File: src/rtl/sales_pkg.sv
// sales_pkg: shared order record, default sizes and feeder FSM states
package sales_pkg;
  localparam int DEPTH_DEF = 4;
  localparam int MAX_BATCH_DEF = 16;
  typedef struct packed {
    logic [31:0] price;
    logic [31:0] num;
  } order_t;
  typedef enum logic {IDLE, ISSUE} state_t;
endpackage

File: src/rtl/order_fifo.sv
// order_fifo: power-of-two order queue with synchronous clear and same-edge push/pop
module order_fifo
  import sales_pkg::*;
#(
  parameter int DEPTH = DEPTH_DEF
) (
  input  logic   clk,
  input  logic   rst_n,
  input  logic   clear,
  input  logic   push,
  input  logic   pop,
  input  order_t wdata,
  output order_t head,
  output logic   full,
  output logic   empty
);
  localparam int AW = $clog2(DEPTH);
  order_t mem [DEPTH];
  logic [AW-1:0] wr_ptr, rd_ptr;
  logic [AW:0] count;
  logic do_push, do_pop;
  assign full = count == (AW+1)'(DEPTH);
  assign empty = count == '0;
  assign head = mem[rd_ptr];
  assign do_push = push && !full;
  assign do_pop = pop && !empty;
  // pointers wrap naturally because DEPTH is a power of two; clear beats push and pop
  always_ff @(posedge clk or negedge rst_n) begin
    if (!rst_n) begin
      wr_ptr <= '0;
      rd_ptr <= '0;
      count <= '0;
    end else if (clear) begin
      wr_ptr <= '0;
      rd_ptr <= '0;
      count <= '0;
    end else begin
      wr_ptr <= wr_ptr + AW'(do_push);
      rd_ptr <= rd_ptr + AW'(do_pop);
      count <= count + (AW+1)'(do_push) - (AW+1)'(do_pop);
    end
  end
  // storage needs no reset; occupancy alone decides validity
  always_ff @(posedge clk) begin
    if (do_push && !clear) mem[wr_ptr] <= wdata;
  end
endmodule

File: src/rtl/order_feeder.sv
// order_feeder: queues orders and issues them downstream in MAX_BATCH chunks (stats counters under ORDER_FEEDER_STATS_EN)
module order_feeder
  import sales_pkg::*;
#(
  parameter int DEPTH = DEPTH_DEF,
  parameter int MAX_BATCH = MAX_BATCH_DEF
) (
  input  logic        clk,
  input  logic        rst_n,
  input  logic        flush,
  input  logic        in_valid,
  output logic        in_ready,
  input  logic [31:0] in_price,
  input  logic [31:0] in_num,
  output logic [31:0] out_price,
  output logic [31:0] out_num,
  output logic        busy,
  output logic [15:0] order_cnt,
  output logic [15:0] drop_cnt
);
  localparam logic [31:0] MB = 32'(MAX_BATCH);
  state_t state, state_n;
  logic [31:0] cur_price, price_n, rem_num, rem_n, chunk;
  logic full, empty, fire, push, pop;
  order_t head;
  assign in_ready = !full && !flush;
  assign fire = in_valid && in_ready;
  assign push = fire && in_num != '0;
  assign chunk = state == ISSUE ? (rem_num < MB ? rem_num : MB) : '0;
  assign out_price = state == ISSUE ? cur_price : '0;
  assign out_num = chunk;
  assign busy = state == ISSUE || !empty;
  order_fifo #(.DEPTH(DEPTH)) u_fifo (
    .clk(clk),
    .rst_n(rst_n),
    .clear(flush),
    .push(push),
    .pop(pop),
    .wdata('{price: in_price, num: in_num}),
    .head(head),
    .full(full),
    .empty(empty)
  );
  // working registers for the order being issued
  always_ff @(posedge clk or negedge rst_n) begin
    if (!rst_n) begin
      state <= IDLE;
      cur_price <= '0;
      rem_num <= '0;
    end else begin
      state <= state_n;
      cur_price <= price_n;
      rem_num <= rem_n;
    end
  end
  // load the next head as soon as the current order finishes so back-to-back orders leave no gap
  always_comb begin
    state_n = state;
    price_n = cur_price;
    rem_n = rem_num;
    pop = 1'b0;
    if (flush) begin
      state_n = IDLE;
      rem_n = '0;
    end else if (state == IDLE || rem_num == chunk) begin
      if (!empty) begin
        pop = 1'b1;
        state_n = ISSUE;
        price_n = head.price;
        rem_n = head.num;
      end else begin
        state_n = IDLE;
        rem_n = '0;
      end
    end else begin
      rem_n = rem_num - chunk;
    end
  end
`ifdef ORDER_FEEDER_STATS_EN
  logic [15:0] order_q, drop_q;
  // saturating counts of stored and zero-quantity orders
  always_ff @(posedge clk or negedge rst_n) begin
    if (!rst_n) begin
      order_q <= '0;
      drop_q <= '0;
    end else begin
      if (push && order_q != 16'hFFFF) order_q <= order_q + 16'd1;
      if (fire && in_num == '0 && drop_q != 16'hFFFF) drop_q <= drop_q + 16'd1;
    end
  end
  assign order_cnt = order_q;
  assign drop_cnt = drop_q;
`else
  assign order_cnt = '0;
  assign drop_cnt = '0;
`endif
endmodule
File: config.mk
export PLATFORM = sky130hd
export DESIGN_NAME = order_feeder
export DESIGN_NICKNAME = d
export VERILOG_FILES = /design/src/rtl/sales_pkg.sv /design/src/rtl/order_fifo.sv /design/src/rtl/order_feeder.sv
export SDC_FILE = /design/constraint.sdc
export NUM_CORES = 1
export LEC_CHECK = 0
export CAP_MARGIN = 0
export CORE_ASPECT_RATIO = 0.6
export CORE_MARGIN = 3
export CORE_UTILIZATION = 50
export CTS_CLUSTER_DIAMETER = 80
export DETAILED_ROUTE_END_ITERATION = 16
export PLACE_DENSITY = 0.72
export SETUP_SLACK_MARGIN = 0.02
export SYNTH_ARGS = -nofsm -noshare
export SYNTH_HDL_FRONTEND = slang
export SYNTH_SLANG_ARGS = --single-unit
File: constraint.sdc
create_clock -name clk -period 13.7 [get_ports clk]
set_input_delay 2.74 -clock clk [delete_from_list [all_inputs] [get_ports clk]]
set_output_delay 2.74 -clock clk [all_outputs]
set_load 0.01 [all_outputs]
# --- Word level (Yosys, flattened, before mapping) ---
# Memories as Yosys holds them, arrays and structs flattened.
# Cells that the tools add are included.
# Widths: inputs -> output; s select.
classes:
  muxes: 16
  n_bitwise: 3
  n_eq_ne: 2
  reduce_logical: 15
  magnitude_cmp: 1
  n_addsub: 5
op_table:
  columns: ["operator", "count"]
  rows:
  - ["$mux 32", 6]
  - ["$eq 32x32->1", 1]
  - ["$lt 32x5->1 const B", 1]
  - ["$reduce_bool 32->1", 1]
  - ["$sub 32x32->32", 1]
  - ["$mux 1", 7]
  - ["$logic_and 1x1->1", 6]
  - ["$add 2x1->2", 2]
  - ["$mux 2", 2]
  - ["$add 3x1->3", 1]
  - ["$eq 3x3->1 const B", 1]
  - ["$logic_not 1->1", 3]
  - ["$logic_not 3->1", 1]
  - ["$mux 3", 1]
  - ["$not 1->1", 3]
  - ["$reduce_and 3->1", 1]
  - ["$sub 3x1->3", 1]
  - ["$logic_or 1x1->1", 2]
  - ["$reduce_bool 2->1", 1]
totals:
  regBits: 72
  mem_bits_rw: 256
  output_inout_bits: 98
  n_memories: 1
  elab_cells: 49
  in_bits: 68
memory_table:
  columns: ["name", "depth", "width", "rd", "rd_clocked_by_memory_dff", "wr", "line_no", "rtl"]
  rows:
  - ["u_fifo.mem", 4, 64, 1, 0, 1, "order_fifo.sv:18", "order_t mem [DEPTH];"]

# --- Logic depth before layout (Yosys ltp) ---
logic_depth:
  depth_word: 10
  ltp_mapped: 19

# --- By module ---
# From an unflattened synthesis, not the netlist that was laid out.
hier_totals:
  hier_cells: 938
  area_unflattened_um2: 14844.2
by_module_without_submodules:
  columns: ["module", "n_inst", "seq_area_each_um2", "area_per_inst_um2", "cells_each"]
  rows:
  - ["order_fifo", 1, 7862.5, 9716.8, 370]
  - ["order_feeder", 1, 1626.6, 5127.4, 568]

# --- Least setup slack after synthesis ---
# Ideal clock, no wire load.
synth_path:
  path_type: "input-to-reg"
  start: "input flush"
  end: "memory u_fifo.mem[1][0] in the netlist's numbering (enable)"
  path_slack_ps: 5004
  arrival_ps: 8118
  path_buffers: 1
  path_stages: 4
  required_time_ps: 13122
  cell_sequence: "clkbuf_1 a21oi_1 o211ai_1 nor3b_1"
synth_via:
  elab_chain_len: 8
synth_rtl:
  columns: ["item", "line_no", "rtl"]
  rows:
  - ["from (decl)", "order_feeder.sv:10", "input logic flush,"]
  - ["$logic_not 1->1", "order_feeder.sv:26", "assign in_ready = !full && !flush;"]
  - ["$logic_and 1x1->1", "order_feeder.sv:26", null]
  - ["named net in_ready", "order_feeder.sv:12", "output logic in_ready,"]
  - ["$logic_and 1x1->1", "order_feeder.sv:27", "assign fire = in_valid && in_ready;"]
  - ["$logic_and 1x1->1", "order_feeder.sv:28", "assign push = fire && in_num != '0;"]
  - ["$logic_and 1x1->1", "order_fifo.sv:25", "assign do_push = push && !full;"]
  - ["$logic_and 1x1->1", "order_fifo.sv:45", "if (do_push && !clear) mem[wr_ptr] <= wdata;"]
  - ["$mux 1", "order_fifo.sv:45", null]
  - ["$mux 1 (implied by the code)", "order_fifo.sv:45", null]
  - ["to (decl)", "order_fifo.sv:18", null]
# The timed path passes the listed nets, and every way through them passes these cells.

# --- Worst setup path in the final report ---
layout_path:
  start: "input flush"
  end: "output in_ready"
layout_via:
  elab_chain_len: 2
layout_rtl:
  columns: ["item", "line_no"]
  rows:
  - ["$logic_not 1->1", "order_feeder.sv:26"]
  - ["$logic_and 1x1->1", "order_feeder.sv:26"]
  - ["to (decl)", "order_feeder.sv:12"]
# Every way passes these cells.

==> impl_metrics.json <==
{
  "outcome": "completed",
  "antenna_found_initial": 0,
  "slew_headroom": 0.3034,
  "fin_area_mm2": 0.01687,
  "setup_viol": 0,
  "crit_buf_inv": 2,
  "fin_worst_skew_ns": 0.009850,
  "crit_type": "input port to output port",
  "ir_drop_mv": 0.1155,
  "path_cells": "clkdlybuf4s50_1, a21oi_1, clkdlybuf4s50_1",
  "io_pins": 166,
  "grt_use_total": 0.1985,
  "clk_pin_slew_ns": 0.06,
  "reg2reg_depth": 14,
  "grt_pass1_wl_um": 48140,
  "post-place-cells": 1392,
  "ant_nets": 0,
  "insertedDiodeCount": 0,
  "yosysUniqueCellTypes": 64,
  "synth_edf_count": 256,
  "arrival_ns": 4.28,
  "cp_max_fo": 13,
  "powerDensity_mw_per_mm2": 186.1,
  "fillCellCount": 2143,
  "holdBufCountCts": 0,
  "min_period_ns": 7.025,
  "critPathSlowestCell": "clkdlybuf4s50_1",
  "clock_latency_ns": 0.56,
  "htree_levels": 1,
  "worst_pin_slew_ns": 1.031,
  "max_cap_violations": 0,
  "critPathRequiredTime_ns": 10.96,
  "multiInputGateArea_mm2": 0.004705,
  "worst_path_most_repeated_cell": "clkdlybuf4s50_1",
  "r2r_start": "rem_num[24]$_DFF_PN0_",
  "area_growth_pct": 16.10,
  "synth_seq_cells": 328,
  "cts-root-buf": "clkbuf_16",
  "layout-drive-gt1-share": 0.1565,
  "die_x_um": 226.1,
  "p_comb_frac": 0.317,
  "cts_tree": "done",
  "switching_share": 0.3094,
  "end_kind": "output port",
  "dpl.hpwl_um": 19110,
  "syn_area_mm2": 0.01454,
  "fin_crit_sh": 0.5128,
  "nets": 1162,
  "p_int_mw": 2.169,
  "ys_top_cells_by_area": "edfxtp_1, dfrtp_1, mux4_2",
  "rsz0062_at_grt": "false",
  "max_freq_ghz": 0.1423,
  "cts_setup_buffers": 0,
  "slew_violations": 0,
  "rr_endpoint": "rem_num[28]$_DFF_PN0_",
  "start_util": 0.5171,
  "first_pass_iters": 7,
  "yosysWarnings": 0,
  "core_area_mm2": 0.02811,
  "synth-seq-area-share": 0.6528,
  "hp-start": "cur_price[0]$_DFFE_PN0P_",
  "num_vias": 8086,
  "synth_flop_cell": "edfxtp_1",
  "grt_remaining_overflow": 0,
  "drt_iter0_drc": 758,
  "synth_commonest_cells": "edfxtp_1, dfrtp_1, a21oi_1",
  "syn_inst": 919,
  "place_congestion": 0.9052,
  "grt_pass1_vias": 8140,
  "clockPowerShare": 0.272,
  "async_reset_ff_frac": 0.2195,
  "leakagePower_nw": 6.057,
  "path_delay_family": "buffers and inverters",
  "netSwitchingPower_mw": 0.9718,
  "totalNegativeSetupSlack_ns": 0,
  "synth.most_common_cell": "edfxtp_1",
  "synth_area_leader_cell": "edfxtp_1",
  "hold_class": "flip-flop to flip-flop",
  "critPathLaunchType": "input port",
  "wl_per_cell_um": 21.11,
  "portBuffers": 106,
  "numCtsBuffers": 30,
  "cts.path.max_buffers": 3,
  "cts-resized-gates": 0,
  "seqCellArea_mm2": 0.009494,
  "vias_per_cell": 5.588,
  "hold_viol": 0,
  "synth_top_cell_area_share": 0.5289,
  "die_height_um": 138.1,
  "floorplan.die_area_mm2": 0.03122,
  "stdcell_count": 1447,
  "pwr-share-seq": 0.410,
  "syn_area_per_cell_um2": 15.82,
  "cts.sinks": 328,
  "fp-row-count": 47,
  "drc": 0,
  "wirelength_um": 30550,
  "r2r_slack_ns": 8.82,
  "hold_path_end": "cur_price[0]$_DFFE_PN0P_",
  "hold_depth": 1,
  "placedInstanceArea_mm2": 0.01586,
  "crit_path_max_incr_delay_ns": 0.66,
  "grt_max_degree": 65,
  "power_mw": 3.141
}
## per-layer routing
| metal | wire (um) | share of wire | GRT usage |
|---|---|---|---|
| met1 | 14750 | 0.48 | 0.3194 |
| met2 | 13450 | 0.44 | 0.2832 |
| met3 | 1837 | 0.060 | 0.03877 |
| met4 | 513 | 0.017 | 0.04182 |
| met5 | 0 | 0 | 0 |
## power groups by stage
stage / Combinational (mW) / Clock (mW) / Sequential, mW
2_1_floorplan: 0.739 / 0 / 1.27
3_3_place_gp: 0.971 / 0 / 1.30
3_5_place_dp: 0.984 / 0 / 1.31
4_1_cts: 0.992 / 0.874 / 1.29
5_1_grt: 1.09 / 0.915 / 1.30
6_report: 0.997 / 0.856 / 1.29
## area by class of cell
type,count,area share
well taps,367,0.02721
clock inverters,13,0.009639
flip-flops and latches,328,0.5626
multi-input cells,565,0.2788
inverters,15,0.003337
repair buffers,117,0.06762
clock buffers,42,0.05079
## sequential cells by signal, indices dropped and copies added, names as in the netlist
register,flops
u_fifo.mem,256
cur_price,32
rem_num,32
u_fifo.count,3
u_fifo.rd_ptr,2
u_fifo.wr_ptr,2
state,1
## worst max path at each step
stage          slack (ns)   from                          to  cells past startpoint
2_1_floorplan        5.00  flush  u_fifo.mem[1][0]$_DFFE_PP_                      4
3_3_place_gp         6.69  flush                    in_ready                      3
3_5_place_dp         6.65  flush                    in_ready                      3
4_1_cts              6.65  flush                    in_ready                      3
5_1_grt              6.59  flush                    in_ready                      3
6_report             6.68  flush                    in_ready                      3
## cell families (layout without fill, tap and decap cells)
| kind of cell | after synthesis | count (layout) | synth area share |
|---|---|---|---|
| AOI/OAI and AO/OA | 149 | 149 | 0.06370 |
| xor gates and xnor gates | 30 | 30 | 0.01808 |
| adders and majority gates | 37 | 37 | 0.03288 |
| buffers and inverters | 109 | 187 | 0.04622 |
| DFF | 328 | 328 | 0.6528 |
| muxes | 97 | 97 | 0.1246 |
| other | 2 | 85 | 0.0005167 |
| and+or+nand+nor | 167 | 167 | 0.06112 |
## placed cells by master, fill, tap and decap left out, types with 27 or more instances in the layout
master / n
clkdlybuf4s50_1: 105
clkbuf_16: 31
mux2_2: 31
dfrtp_1: 70
mux4_2: 64
nor2_1: 27
and2_1: 33
a21oi_1: 65
conb_1: 85
nand2_1: 38
ha_1: 35
edfxtp_1: 256
## per-stage QoR
| stage | utilization | setup WS (ns) | hold slack [ns] |
|---|---|---|---|
| after detailed placement | 0.5641 | 6.651 | 0.4880 |
| final | 0.6003 | 6.675 | 0.4986 |
| after global routing | 0.6003 | 6.586 | 0.5082 |
| after floorplan | - | 5.004 | 0.4497 |
| after CTS | 0.6003 | 6.650 | 0.5025 |
| after global placement | 0.5641 | 6.695 | 0.4830 |
Note: power is estimated with default switching activity, not from simulation.
